`config.mk`:
```
export PLATFORM = sky130hd
export DESIGN_NAME = bcd_score_counter
export DESIGN_NICKNAME = d
export VERILOG_FILES = /design/src/rtl/scoreboard_pkg.sv /design/src/rtl/bcd_digit.sv /design/src/rtl/hex_decoder.sv /design/src/rtl/bcd_score_counter.sv
export SDC_FILE = /design/constraint.sdc
export NUM_CORES = 1
export LEC_CHECK = 0
export CORE_AREA = 2 2 86 80
export DETAILED_ROUTE_END_ITERATION = 7
export DIE_AREA = 0 0 88 82
export GPL_TIMING_DRIVEN = 0
export PLACE_DENSITY = 0.81
export SYNTH_ARGS = -nofsm -noshare
export SYNTH_HDL_FRONTEND = slang
export SYNTH_SLANG_ARGS = --single-unit
```
`constraint.sdc`:
```
create_clock -name clk -period 10.7 [get_ports clk]
set_input_delay 2.14 -clock clk [delete_from_list [all_inputs] [get_ports clk]]
set_output_delay 2.14 -clock clk [all_outputs]
set_load 0.02 [all_outputs]
```
`src/rtl/scoreboard_pkg.sv`:
```
// Shared scoreboard definitions: BCD/segment widths and active-low 7-segment glyphs.
package scoreboard_pkg;

   localparam int unsigned SEG_W = 7;
   localparam int unsigned BCD_W = 4;
   localparam logic [BCD_W-1:0] BCD_MAX = 4'd9;

   // Active-low patterns, bit 0 = segment a
   localparam logic [SEG_W-1:0] SEG_0     = 7'b1000000;
   localparam logic [SEG_W-1:0] SEG_1     = 7'b1111001;
   localparam logic [SEG_W-1:0] SEG_2     = 7'b0100100;
   localparam logic [SEG_W-1:0] SEG_3     = 7'b0110000;
   localparam logic [SEG_W-1:0] SEG_4     = 7'b0011001;
   localparam logic [SEG_W-1:0] SEG_5     = 7'b0010010;
   localparam logic [SEG_W-1:0] SEG_6     = 7'b0000010;
   localparam logic [SEG_W-1:0] SEG_7     = 7'b1111000;
   localparam logic [SEG_W-1:0] SEG_8     = 7'b0000000;
   localparam logic [SEG_W-1:0] SEG_9     = 7'b0010000;
   localparam logic [SEG_W-1:0] SEG_BLANK = 7'b1111111;

endpackage

```
`src/rtl/bcd_digit.sv`:
```
// One BCD digit adder stage: digit + add (0..10) + carry_in, with decimal carry-out.
module bcd_digit
   import scoreboard_pkg::*;
(
   input  logic [BCD_W-1:0] digit,
   input  logic [BCD_W-1:0] add,
   input  logic             carry_in,
   output logic [BCD_W-1:0] next_digit,
   output logic             carry_out
);

   logic [BCD_W:0] sum;

   // Max sum is 9 + 10 = 19 on the units digit, so one subtraction of ten suffices
   always_comb begin
      sum        = (BCD_W+1)'(digit) + (BCD_W+1)'(add) + (BCD_W+1)'(carry_in);
      next_digit = sum[BCD_W-1:0];
      carry_out  = 1'b0;
      if (sum >= 5'd10) begin
         next_digit = BCD_W'(sum - 5'd10);
         carry_out  = 1'b1;
      end
   end

endmodule

```
`src/rtl/hex_decoder.sv`:
```
// Combinational decode of one BCD digit to an active-low 7-segment pattern.
module hex_decoder
   import scoreboard_pkg::*;
(
   input  logic [BCD_W-1:0] hex,
   output logic [SEG_W-1:0] seg
);

   always_comb begin
      seg = SEG_BLANK;
      case (hex)
         4'd0:    seg = SEG_0;
         4'd1:    seg = SEG_1;
         4'd2:    seg = SEG_2;
         4'd3:    seg = SEG_3;
         4'd4:    seg = SEG_4;
         4'd5:    seg = SEG_5;
         4'd6:    seg = SEG_6;
         4'd7:    seg = SEG_7;
         4'd8:    seg = SEG_8;
         4'd9:    seg = SEG_9;
         default: seg = SEG_BLANK;
      endcase
   end

endmodule

```
`src/rtl/bcd_score_counter.sv`:
```
// N-digit BCD score counter advanced by a programmable tick and bonus pulses,
// with saturate/wrap overflow handling and per-digit 7-segment decode.
module bcd_score_counter
   import scoreboard_pkg::*;
#(
   parameter int unsigned NUM_DIGITS = 3,
   parameter int unsigned TICK_DIV   = 50_000_000,
   parameter bit          SATURATE   = 1'b1
) (
   input  logic                      clk,
   input  logic                      reset,
   input  logic                      run,
   input  logic                      clear,
   input  logic                      bonus_valid,
   input  logic [3:0]                bonus_pts,
   output logic [4*NUM_DIGITS-1:0]   digits,
   output logic [7*NUM_DIGITS-1:0]   segs,
   output logic                      tick,
   output logic                      at_max,
   output logic                      wrapped
);

   localparam int unsigned DIV_W   = $clog2(TICK_DIV);
   localparam int unsigned SCORE_W = BCD_W * NUM_DIGITS;
   localparam logic [DIV_W-1:0]   DIV_LAST  = DIV_W'(TICK_DIV - 1);
   localparam logic [SCORE_W-1:0] ALL_NINES = {NUM_DIGITS{BCD_MAX}};

   logic [DIV_W-1:0]   div_cnt;
   logic [BCD_W-1:0]   bonus_clip;
   logic [BCD_W-1:0]   inc;
   logic [SCORE_W-1:0] sum_digits;
   logic [SCORE_W-1:0] next_score;
   logic [NUM_DIGITS:0] carry;

   assign tick = run && !reset && (div_cnt == DIV_LAST);

   // Tick divider: holds while run is low
   always_ff @(posedge clk) begin
      if (reset || clear) begin
         div_cnt <= '0;
      end else if (run) begin
         div_cnt <= (div_cnt == DIV_LAST) ? '0 : div_cnt + DIV_W'(1);
      end
   end

   always_comb begin
      bonus_clip = (bonus_pts > BCD_MAX) ? BCD_MAX : bonus_pts;
      inc        = BCD_W'(tick) + (bonus_valid ? bonus_clip : '0);
   end

   assign carry[0] = 1'b0;

   // Single-cycle ripple adder across all digits, plus display decode
   for (genvar k = 0; k < NUM_DIGITS; k++) begin : g_digit
      logic [BCD_W-1:0] add_k;
      assign add_k = (k == 0) ? inc : '0;

      bcd_digit u_digit (
         .digit      (digits[BCD_W*k +: BCD_W]),
         .add        (add_k),
         .carry_in   (carry[k]),
         .next_digit (sum_digits[BCD_W*k +: BCD_W]),
         .carry_out  (carry[k+1])
      );

      hex_decoder u_hex (
         .hex (digits[BCD_W*k +: BCD_W]),
         .seg (segs[SEG_W*k +: SEG_W])
      );
   end

   always_comb begin
      next_score = sum_digits;
      if (SATURATE && carry[NUM_DIGITS]) begin
         next_score = ALL_NINES;
      end
   end

   // Score register and flags; clear discards any same-cycle increment
   always_ff @(posedge clk) begin
      if (reset || clear) begin
         digits  <= '0;
         at_max  <= 1'b0;
         wrapped <= 1'b0;
      end else begin
         digits  <= next_score;
         at_max  <= (next_score == ALL_NINES);
         wrapped <= !SATURATE && carry[NUM_DIGITS];
      end
   end

endmodule

```
==> metrics <==
first-pass GRT wire length=12,210 µm; Final ANT Viol Nets=0; kind of critical path=input port to flip-flop; crit start category=input port; post-route setup TNS=0 ps; met1 usage=25.63%; worst-skew pair later-pin latency=350 ps; number of global-route vias before repair=2,729; r2r startpoint=div_cnt[17]$_SDFFE_PP0P_; ant diodes=0; leakage=about 1.6 nW; ys flop type=dfxtp_1; setup bufs post-CTS=0; clk sinks=60; CTS Buf Count=9; max frequency=0.1102 GHz; Crit. End Element=flip-flop; setup repair after global routing missed its margin=no; sequential fraction of the synthesis area=35.23%; Rel. slew slack=59.80%; Hold EP=div_cnt[1]$_SDFFE_PP0P_; deepest clock path buffer count=2; overall die width=88 µm; syn_nets=420; die height=82 µm; DRC viols=0; GP Congestion=0.9058; CTS tree=yes; 1st-pass router iterations=4; Max FO, Critical Path=9; post-layout minimum cycle time=9074 ps; Max Slew Vio Count=0; share of layout cells above drive strength 1=10.45%; Total GRT Usage=21.91%; Cell Pwr Density=117.5 nW/µm²; via/cell ratio=5.515; outcome=complete, no violations; asr flop ratio synth=0%; Finished Cell Area=4104 µm²; core area=~6300 µm²; R2R depth=31; ports placed on the boundary=45; CTS H-tree depth=3; Root Driver=clkbuf_8; routed via count=2,923; initial antenna violation count=0; area of the die=7216 µm²; Placed Area=between 3000 and 4000 µm²; most frequent cells in the layout=dfxtp_1 (60), nor2_1 (45), clkdlybuf4s50_1 (42); Yosys reg bits=60; M3 GR Usage=6.834%; final worst path period share=84.80%; Post-Synthesis Cells=382; count of final hold-check violations=0; Worst R2R Setup Slack=between 2000 and 3000 ps; Syn Area/Cell=~9 µm²; pin count of the biggest net entering global routing=11; grt ovf=0; total wire length=approximately 7500 µm; clock slew at reported path FFs=70 ps; PortBufs=42; met2 Usage GRT=a little over a third; Rows=28; area grow syn2layout=20.37%; most used cell, CP=ha_1; Iter 0 DRT Violations=128; Max Cap Viol=0; Post-synth EDFFs=0; Req. time, crit path=~11,000 ps; Hold Startpoint=div_cnt[1]$_SDFFE_PP0P_; worst hold stages=2; skew final=about 7.8 ps; commonest non-fill, non-tap cell in the layout=dfxtp_1; Routed WL per cell=14.08 µm; post-cts gate resize count=0; CP arrival=9360 ps; HP Class=flip-flop to flip-flop; Post-Syn Area=around 3400 µm²; synth warn=0; nets=473; hold buffer count at cts=0; RR Endpoint=g_digit[1].u_hex.seg[1]$_DFF_P_; most used routing layer=met2; CP max stage cell=or4_1; # setup viols final=0; Initial Util=53.77%; DP HPWL=5441 µm; Largest stage delay, worst path=520 ps; unique cell type count in the Yosys netlist=71; worst vdd ir=0.00009668 V; worst-margin pin slew=596.7 ps
## state kept, by name, indices dropped and copies added, names as in the netlist
name / flops
g_digit.u_hex.seg: 21
at_max: 1
digits: 12
div_cnt: 26
## synth_stat cells, types with 2 or more instances
library cell | number | share of area, %
a21oi_1 | 9 | 1.3
a22oi_1 | 3 | 0.66
a31o_1 | 2 | 0.51
a31oi_1 | 8 | 1.5
and2_1 | 2 | 0.37
and3_1 | 7 | 1.3
and4_1 | 2 | 0.51
buf_2 | 5 | 0.73
clkbuf_1 | 2 | 0.22
dfxtp_1 | 60 | 35
ha_1 | 28 | 10
inv_1 | 24 | 2.6
inv_2 | 4 | 0.44
mux2_2 | 2 | 0.66
mux2i_1 | 6 | 1.8
nand2_1 | 25 | 2.8
nand2b_1 | 7 | 1.3
nand3_1 | 13 | 1.9
nand3b_1 | 3 | 0.66
nand4_1 | 11 | 2.0
nand4b_1 | 3 | 0.77
nor2_1 | 45 | 5.0
nor2_2 | 2 | 0.37
nor2b_1 | 2 | 0.37
nor3_1 | 5 | 0.73
nor3_2 | 2 | 0.59
nor4_1 | 2 | 0.37
nor4b_1 | 3 | 0.77
o21a_1 | 5 | 1.1
o21ai_0 | 9 | 1.3
o21ai_1 | 2 | 0.29
o21ai_2 | 3 | 0.77
o22ai_1 | 5 | 0.92
o41ai_1 | 2 | 0.51
or2_2 | 2 | 0.37
or3_1 | 3 | 0.55
xnor2_1 | 15 | 3.9
xor2_1 | 16 | 4.1
## worst max-delay path: cells and delay by family
family / cells / cell delay, ps
adder cells (fa/ha/maj): 10 / 2910
AO/OA/AOI/OAI: 8 / 1990
AND/OR/NAND/NOR: 4 / 1080
buffers and inverters: 5 / 880
XOR/XNOR: 2 / 370
## per-layer routing
layer / vias to the layer above / part of all wire [%]
met3: 17 / 6.2
met5: - / 0
met2: 79 / 48
met4: 0 / 2.3
met1: 1367 / 43
li1: 1460 / -
## worst max path at each step
stage / to / startpoint / cells after the start / slack, ps
finish: g_digit[1].u_hex.seg[1]$_DFF_P_ / bonus_pts[2] / 29 / 1630
global route: g_digit[0].u_hex.seg[5]$_DFF_P_ / bonus_pts[2] / 30 / 990
CTS: g_digit[1].u_hex.seg[1]$_DFF_P_ / bonus_pts[2] / 29 / 1620
detailed placement: g_digit[1].u_hex.seg[1]$_DFF_P_ / bonus_pts[2] / 29 / 1300
global placement: g_digit[1].u_hex.seg[1]$_DFF_P_ / bonus_pts[2] / 29 / 1370
floorplan: g_digit[1].u_hex.seg[1]$_DFF_P_ / run / 29 / 2380
## cells by family after synthesis
group           Yosys count  share of synthesized area (%)
buf+inv                  36                          4.257
compound gates           67                          15.05
mux                       8                          2.422
simple gates            150                          24.11
other cells               1                         0.1100
fa+ha+maj                29                          10.86
flops                    60                          35.23
xor+xnor                 31                          7.963
## cell type report
cell class | count | area (µm²)
clock buffers | 12 | 135.1
plain buffers | 8 | 40.04
inverters | 28 | 105.1
clock inverters | 4 | 26.28
repair buffers | 42 | 420.4
well taps | 90 | 112.6
fillers | 530 | 2237
flip-flops and latches | 60 | 1201
multi-input cells | 286 | 2063
## stage by stage
stage	hold slack (ps)	setup WS [ps]	power (mW)	instances	utilization (%)
3_5_place_dp	485.6	1300	0.3107	514	62.17
5_1_grt	512.2	985.3	0.5019	530	64.72
4_1_cts	494.6	1624	0.4851	530	64.72
3_3_place_gp	472.9	1366	0.3090	514	62.17
6_report	499.3	1626	0.4823	530	64.72
2_1_floorplan	457.8	2379	0.2860	382	-
## where the power goes
group	internal (mW)	switching, mW
Sequential	0.229	0.00244
Combinational	0.0316	0.0437
Clock	0.0837	0.0917
Total	0.344	0.138
No activity file was read; power rests on OpenSTA's default activity.
